File: config.mk
export PLATFORM = sky130hd
export DESIGN_NAME = pipeline_hazard_ctrl
export DESIGN_NICKNAME = d
export VERILOG_FILES = /design/src/rtl/pipeline_hazard_ctrl.sv
export SDC_FILE = /design/constraint.sdc
export NUM_CORES = 1
export LEC_CHECK = 0
export ABC_AREA = 1
export CAP_MARGIN = 20
export CORE_UTILIZATION = 50
export DETAILED_ROUTE_END_ITERATION = 12
export GPL_ROUTABILITY_DRIVEN = 0
export MAX_ROUTING_LAYER = met4
export PLACE_DENSITY_LB_ADDON = 0.05
export REMOVE_ABC_BUFFERS = 1
export SYNTH_ARGS = -nofsm -noshare
export SYNTH_HDL_FRONTEND = slang
export SYNTH_SLANG_ARGS = --single-unit
File: constraint.sdc
create_clock -name clk -period 3.78 [get_ports clk]
set_clock_uncertainty 0.05 [all_clocks]
set_input_delay 0.567 -clock clk [delete_from_list [all_inputs] [get_ports clk]]
set_output_delay 0.567 -clock clk [all_outputs]
set_load 0.01 [all_outputs]
File: src/rtl/pipeline_hazard_ctrl.sv
// Stall/flush sequencer for the 5-stage pipeline: per-stage enables, bubble/flush strobes,
// multi-cycle EX sequencing and saturating stall/redirect counters.
module pipeline_hazard_ctrl #(
  parameter int REG_ADDR_WIDTH = 5,
  parameter int MC_LATENCY     = 4,
  parameter int CNT_WIDTH      = 32
) (
  input  logic                      clk,
  input  logic                      rst_n,
  input  logic [REG_ADDR_WIDTH-1:0] i_id_rs1,
  input  logic [REG_ADDR_WIDTH-1:0] i_id_rs2,
  input  logic                      i_id_rs1_used,
  input  logic                      i_id_rs2_used,
  input  logic [REG_ADDR_WIDTH-1:0] i_ex_rd,
  input  logic                      i_ex_mem_rd,
  input  logic                      i_ex_multicycle,
  input  logic                      i_ex_flush,
  input  logic                      i_mem_stall,
  output logic                      o_pc_en,
  output logic                      o_pc_sel_jump,
  output logic                      o_ifid_en,
  output logic                      o_ifid_flush,
  output logic                      o_idex_en,
  output logic                      o_idex_bubble,
  output logic                      o_exmem_en,
  output logic                      o_exmem_bubble,
  output logic                      o_memwb_en,
  output logic [1:0]                o_state,
  output logic [CNT_WIDTH-1:0]      o_stall_cycles,
  output logic [CNT_WIDTH-1:0]      o_flush_count
);

  typedef enum logic [1:0] {
    RUN     = 2'd0,
    MC_BUSY = 2'd1
  } state_t;

  state_t     state;
  logic [3:0] mc_cnt;
  logic       lu;
  logic       take_flush;

  assign lu = i_ex_mem_rd && (i_ex_rd != '0) &&
              ((i_id_rs1_used && (i_id_rs1 == i_ex_rd)) ||
               (i_id_rs2_used && (i_id_rs2 == i_ex_rd)));

  assign take_flush = rst_n && !i_mem_stall && (state == RUN) && i_ex_flush;
  assign o_state    = state;

  always_comb begin
    o_pc_en        = 1'b0;
    o_pc_sel_jump  = 1'b0;
    o_ifid_en      = 1'b0;
    o_ifid_flush   = 1'b0;
    o_idex_en      = 1'b0;
    o_idex_bubble  = 1'b0;
    o_exmem_en     = 1'b0;
    o_exmem_bubble = 1'b0;
    o_memwb_en     = 1'b0;
    // Everything stays low in reset and while data memory freezes the pipe.
    if (rst_n && !i_mem_stall) begin
      o_pc_en    = 1'b1;
      o_ifid_en  = 1'b1;
      o_idex_en  = 1'b1;
      o_exmem_en = 1'b1;
      o_memwb_en = 1'b1;
      if (state == RUN) begin
        if (i_ex_flush) begin
          o_pc_sel_jump = 1'b1;
          o_ifid_flush  = 1'b1;
          o_idex_bubble = 1'b1;
        end else if (i_ex_multicycle) begin
          o_pc_en        = 1'b0;
          o_ifid_en      = 1'b0;
          o_idex_en      = 1'b0;
          o_exmem_bubble = 1'b1;
        end else if (lu) begin
          o_pc_en       = 1'b0;
          o_ifid_en     = 1'b0;
          o_idex_bubble = 1'b1;
        end
      end else if (mc_cnt != 4'd0) begin
        o_pc_en        = 1'b0;
        o_ifid_en      = 1'b0;
        o_idex_en      = 1'b0;
        o_exmem_bubble = 1'b1;
      end
    end
  end

  always_ff @(posedge clk or negedge rst_n) begin
    if (!rst_n) begin
      state          <= RUN;
      mc_cnt         <= 4'd0;
      o_stall_cycles <= '0;
      o_flush_count  <= '0;
    end else begin
      if (!o_pc_en && (o_stall_cycles != {CNT_WIDTH{1'b1}}))
        o_stall_cycles <= o_stall_cycles + 1'b1;
      if (take_flush && (o_flush_count != {CNT_WIDTH{1'b1}}))
        o_flush_count <= o_flush_count + 1'b1;
      if (!i_mem_stall) begin
        case (state)
          RUN: begin
            if (!i_ex_flush && i_ex_multicycle) begin
              state  <= MC_BUSY;
              mc_cnt <= 4'(MC_LATENCY - 2);
            end
          end
          MC_BUSY: begin
            // Counter==0 is the op's final EX cycle: it is captured this edge.
            if (mc_cnt != 4'd0) mc_cnt <= mc_cnt - 4'd1;
            else                state  <= RUN;
          end
          default: state <= RUN;
        endcase
      end
    end
  end

endmodule

==> results.sh, run 1 <==
export IMPL_syn_instance_count=725
export IMPL_rr_worst_depth=9
export IMPL_dp_slack_ns=0.800
export IMPL_muxShareOfSynthArea_pct=0
export IMPL_die_area_mm2=0.0101
export IMPL_finalCritPeriodShare_pct=79.4
export IMPL_leakage_nw=2.91
export IMPL_syn_area_mm2=0.00486
export IMPL_seq_area_frac_synth_pct=35.5
export IMPL_maxSlewViolCount=0
export IMPL_io_buffers=96
export IMPL_worstReg2RegStart="o_flush_count[0]$_DFFE_PN0P_"
export IMPL_p_per_area_mw_per_mm2=390
export IMPL_cts_resized=0
export IMPL_die_h_um=101
export IMPL_ys_types=33
export IMPL_slew_headroom_pct=37.3
export IMPL_clk_path_buf_depth=2
export IMPL_routed_wl_um=12600
export IMPL_antenna_cells=0
export IMPL_vias_per_cell=5.17
export IMPL_drc=0
export IMPL_grt_pass1_vias=4515
export IMPL_dr_first_iter_drc_count=310
export IMPL_post_cts_buffers=0
export IMPL_cts_tree="done"
export IMPL_crit_top_cell="nand2_1"
export IMPL_dp_hpwl_um=9250
export IMPL_path_buf_inv=3
export IMPL_synth_seq_cells=69
export IMPL_antenna_left=0
export IMPL_dieWidth_um=101
export IMPL_path_clk_slew_ns=0.09
export IMPL_fillers=857
export IMPL_synthTopCellsByArea="dfrtp_1 (36%), nand2_1 (23%), nand3_1 (6.3%)"
export IMPL_clockRootBuffer="clkbuf_8"
export IMPL_gr_usage_all_layers_pct=26.9
export IMPL_synth_avg_cell_area_um2=6.70
export IMPL_first_pass_iters=5
export IMPL_worst_pin_slew_ns=0.938
export IMPL_fin_cells=950
export IMPL_drt_wirelength_per_cell_um=13.3
export IMPL_yosys_warnings=0
export IMPL_multi_input_area_mm2=0.00269
export IMPL_insertion_delay_ns=0.36
export IMPL_hold_buffers=0
export IMPL_r2r_end="o_flush_count[9]$_DFFE_PN0P_"
export IMPL_synth_simple_area_share_pct=44.6
export IMPL_cts_buffers=9
export IMPL_ir_drop_uv=276
export IMPL_yosysTopAreaCellShare_pct=35.5
export IMPL_slowest_delay_ns=0.58
export IMPL_final_min_clock_period_ns=3.00
export IMPL_dp_cells=934
export IMPL_synthAdderAreaFrac_pct=1.03
export IMPL_grt_max_degree=70
export IMPL_synth_largest_area_cell="dfrtp_1"
export IMPL_worstSetupPathType="in -> out"
export IMPL_slowest_stage="clkdlybuf4s50_1"
export IMPL_end_kind="output port"
export IMPL_clkSinkCount=69
export IMPL_reg2reg_slack_ns=1.35
export IMPL_areaGrowthSynthToFinish_pct=24.5
export IMPL_ff_latch_area_mm2=0.00173
export IMPL_antenna_found_initial=0
export IMPL_fin_setup_tns_ns=0
export IMPL_crit_chain="clkdlybuf4s50_1 -> inv_2 -> nand2_1 -> nand2_1 -> nor2_1 -> nand3_1 -> nand2_1 -> nand2_1 -> o31ai_1 -> clkdlybuf4s50_1"
export IMPL_fin_nets=843
export IMPL_setup_viol=0
export IMPL_status="completed"
export IMPL_start_kind="input port"
export IMPL_timing_fmax_mhz=333
export IMPL_core_mm2=0.00933
export IMPL_start_util_pct=52.1
export IMPL_path_max_fanout=4
export IMPL_synth_top_family_by_area="simple AND/OR/NAND/NOR gates"
export IMPL_crit_family="buffers and inverters"
export IMPL_ioPinCount=98
export IMPL_setup_ws_ns=0.779
export IMPL_overflow=0
export IMPL_grt_pass1_wl_um=20900
export IMPL_drv_cap=0
export IMPL_required_ns=3.16
export IMPL_synth_xor_area_share_pct=7.03
export IMPL_layout_drive_gt1_share_pct=4.87
export IMPL_rows=35
export IMPL_synth_compound_gate_area_share_pct=2.68
export IMPL_grt_setup_unrepaired="no"
export IMPL_cp_arrival_ns=2.38
export IMPL_hold_path_class="in -> async"
export IMPL_hold_viol_final=0
export IMPL_htree_levels=3
export IMPL_dr_total_vias=4909
[sequential cells by signal, summed over array words and instances, names as in the netlist]
signal	count
mc_cnt	4
o_state	1
o_flush_count	32
o_stall_cycles	32
[layout by cell type, fill, tap and decap left out]
cell type          n
nand2_1          302
clkdlybuf4s50_1   95
inv_1             73
nor2_1            70
dfrtp_1           69
nand3_1           61
nor3_1            25
xor2_1            24
xnor2_1           15
nand3b_1          10
clkbuf_8           9
nand4_1            8
o21ai_0            7
o21ai_1            6
nand2_2            4
nor2_4             4
nor3_2             4
a21oi_1            4
ha_1               4
inv_2              3
nand2_4            3
bufinv_16          2
clkinv_4           2
clkinv_2           2
buf_4              2
and3_1             1
o31ai_1            1
nor2_8             1
nand4_4            1
nor3_4             1
a21oi_4            1
o22ai_1            1
o21a_1             1
a22oi_1            1
nor3b_1            1
conb_1             1
clkbuf_1           1
buf_2              1
[through the flow]
stage	util, %	cell area, um^2	power (mW)	hold WS (ns)
4_1_cts	64.9	6050	2.37	0.436
6_report	64.9	6050	2.36	0.428
3_5_place_dp	62.6	5840	1.69	0.414
2_1_floorplan	-	4700	1.36	0.221
5_1_grt	64.9	6050	2.49	0.475
3_3_place_gp	62.6	5840	1.67	0.421
[report_power, final]
part           switching, mW  leakage (nW)  internal (mW)
logic                  0.376          1.87          0.333
clock network          0.308         0.110          0.372
registers              0.125         0.930          0.844
total                  0.809          2.91           1.55
[synth_stat cells (all sizes together)]
library cell,instances
o22ai,1
nor3b,1
o21a,1
o31ai,1
xnor2,15
nand3,61
o21ai,13
nand4,9
nand2,309
nand3b,10
nor3,30
ha,4
a22oi,1
and3,1
inv,76
a21oi,5
conb,1
dfrtp,69
nor2,75
buf,18
xor2,24
[layout make-up]
type / count / share of cell area, %
clock buffer: 10 / 2.11
sequential: 69 / 28.5
multi-input combinational: 562 / 44.5
tap: 129 / 2.67
clock inverter: 6 / 1.45
inverter: 76 / 4.71
timing repair buffer: 98 / 16.0
[routing by layer]
layer | GRT usage (%) | wire length (um)
met3 | 5.48 | 913
met4 | 7.58 | 141
met5 | - | 0
met1 | 37.7 | 5900
met2 | 39.5 | 5650
[worst register-to-register path: stages (launching register included)]
cell     delay (ns)
dfrtp_1        0.43
ha_1           0.25
nand3_1        0.26
inv_1          0.07
nand2_1        0.18
nor2_4         0.07
a21oi_4        0.74
nand2_1        0.13
nand2_1        0.10
nand2_1        0.05
[worst max path at each step]
stage	from	end	cells past startpoint	slack, ns
finish	i_ex_rd[4]	o_idex_bubble	10	0.78
global route	i_ex_rd[4]	o_idex_bubble	10	0.64
CTS	i_ex_rd[1]	o_idex_bubble	10	0.78
detailed placement	i_ex_rd[1]	o_idex_bubble	10	0.80
global placement	i_ex_rd[3]	o_idex_bubble	10	0.86
floorplan	rst_n	o_ifid_en	5	0.99
[kinds of logic after synthesis]
kind of cell    after synthesis
xor+xnor                     39
buf+inv                      94
compound gates               22
simple gates                496
other cells                   1
flops                        69
fa+ha+maj                     4
No activity file was read; power rests on OpenSTA's default activity.
==> run 2: changes to the inputs <==
CORE_UTILIZATION = 47   (was 50)
clock period = 2.68 ns   (was 3.78 ns; I/O delays follow)
==> run 2 against run 1 <==
Wire length up 2.3%. Worst hold slack worse by 0.33 ns. Flip-flop and latch count stayed put. Critical endpoint is now o_exmem_bubble. Sequential power up 41%. Final cell count up 0.95%. Design area grew 0.23%. Total power increased by 34%. Critical path depth is 2 lower. Highest routed layer unchanged. Clock-buffer cell count is 1 higher. Non-clock buffer count increased by 6.
==> results.sh, run 2 (same netlist as run 1, synthesis figures left out) <==
export IMPL_fillers=951
export IMPL_areaGrowthSynthToFinish_pct=24.8
export IMPL_fin_setup_tns_ns=0
export IMPL_start_util_pct=49.1
export IMPL_die_area_mm2=0.0108
export IMPL_cp_startpoint="mc_cnt[0]$_DFFE_PN0P_"
export IMPL_finalCritPeriodShare_pct=93.9
export IMPL_dr_first_iter_drc_count=297
export IMPL_routed_wl_um=12900
export IMPL_whs_ns=0.0961
export IMPL_reg_top3="o_flush_count (32), o_stall_cycles (32), mc_cnt (4)"
export IMPL_setup_ws_ns=0.162
export IMPL_first_pass_iters=5
export IMPL_htree_levels=3
export IMPL_die_h_um=104
export IMPL_required_ns=2.23
export IMPL_timing_fmax_mhz=397
export IMPL_vias_per_cell=5.17
export IMPL_dp_slack_ns=0.0455
export IMPL_core_mm2=0.00991
export IMPL_drc=0
export IMPL_rows=36
export IMPL_drv_cap=0
export IMPL_slew_headroom_pct=63.7
export IMPL_fin_nets=849
export IMPL_multi_input_area_mm2=0.00270
export IMPL_layout_common_cells="nand2_1 (302), clkdlybuf4s50_1 (92), inv_1 (73)"
export IMPL_overflow=0
export IMPL_cts_buffers=9
export IMPL_path_clk_slew_ns=0.08
export IMPL_io_buffers=96
export IMPL_antenna_left=0
export IMPL_gr_usage_all_layers_pct=25.2
export IMPL_cp_arrival_ns=2.07
export IMPL_setup_viol=0
export IMPL_insertion_delay_ns=0.35
export IMPL_hold_path_class="in -> async"
export IMPL_post_cts_buffers=0
export IMPL_p_per_area_mw_per_mm2=520
export IMPL_dr_total_vias=4956
export IMPL_antenna_cells=0
export IMPL_antenna_found_initial=0
export IMPL_layout_drive_gt1_share_pct=5.69
export IMPL_hold_viol_final=0
export IMPL_grt_pass1_vias=4644
export IMPL_path_max_fanout=5
export IMPL_utilization_pct=61.2
export IMPL_cts_tree="done"
export IMPL_end_kind="output port"
export IMPL_worstReg2RegStart="mc_cnt[0]$_DFFE_PN0P_"
export IMPL_dp_hpwl_um=9680
export IMPL_ioPinCount=98
export IMPL_clk_path_buf_depth=2
export IMPL_worst_pin_slew_ns=0.545
export IMPL_drt_wirelength_per_cell_um=13.4
export IMPL_final_min_clock_period_ns=2.52
export IMPL_leakage_nw=2.96
export IMPL_grt_max_degree=43
export IMPL_clkSinkCount=69
export IMPL_ir_drop_uv=425
export IMPL_maxSlewViolCount=0
export IMPL_grt_pass1_wl_um=21500
export IMPL_ff_latch_area_mm2=0.00173
export IMPL_layout_commonest_cell="nand2_1"
export IMPL_worstSetupPathType="reg -> out"
export IMPL_status="completed"
export IMPL_hold_buffers=0
export IMPL_clockRootBuffer="clkbuf_8"
export IMPL_dieWidth_um=104
export IMPL_start_kind="flip-flop"
[run 2: routing by layer]
layer  wire [um]  global-route usage, %  share of wire (%)  up-vias
met5           0                      -                  0        -
li1            -                      -                  -     2445
met3         849                   5.54                6.6       12
met1        6220                   34.8                 48     2336
met2        5720                   37.5                 44      163
met4         108                   6.73               0.84        0
[run 2: metrics by stage]
step | cells | total power [mW] | area (um^2)
finish | 959 | 3.16 | 6070
global route | 959 | 3.36 | 6070
CTS | 959 | 3.18 | 6050
detailed placement | 944 | 2.41 | 5890
global placement | 944 | 2.37 | 5890
floorplan | 707 | 1.91 | 4700
[run 2: worst paths after layout]
kind,slack (ns),to,cells past startpoint
min reg2reg,0.45,mc_cnt[3]$_DFFE_PN0P_,1
max reg2reg,0.55,o_stall_cycles[5]$_DFFE_PN0P_,10
min,0.1,o_flush_count[10]$_DFFE_PN0P_,2
min in group clk,0.45,mc_cnt[3]$_DFFE_PN0P_,1
max,0.16,o_exmem_bubble,8
max in group asynchronous,1.59,o_flush_count[22]$_DFFE_PN0P_,3
[run 2: final cells by class]
type                            count  area share, %
Multi-Input combinational cell    562           44.5
Tap cell                          133           2.74
Clock buffer                       11           2.33
Inverter                           76           4.70
Timing Repair Buffer              104           16.9
Sequential cell                    69           28.5
Clock inverter                      4          0.413
[run 2: what timing repair did]
action,CTS,global route
hold endpoints to repair,0,0
setup endpoints to repair,0,4
gates resized for setup,0,5
[run 2: report_power, final]
part	internal, mW	switching, mW
registers	1.19	0.182
logic	0.476	0.546
clock network	0.353	0.407
[run 2: critical path, cell delays in order, from the launching register on]
cell and delay, ns:
dfrtp_1 0.33, inv_1 0.09, ha_1 0.21, nand3_1 0.09, nand2_1 0.11, nor2_2 0.18
nor2_2 0.08, nor2_1 0.10, clkdlybuf4s50_1 0.55
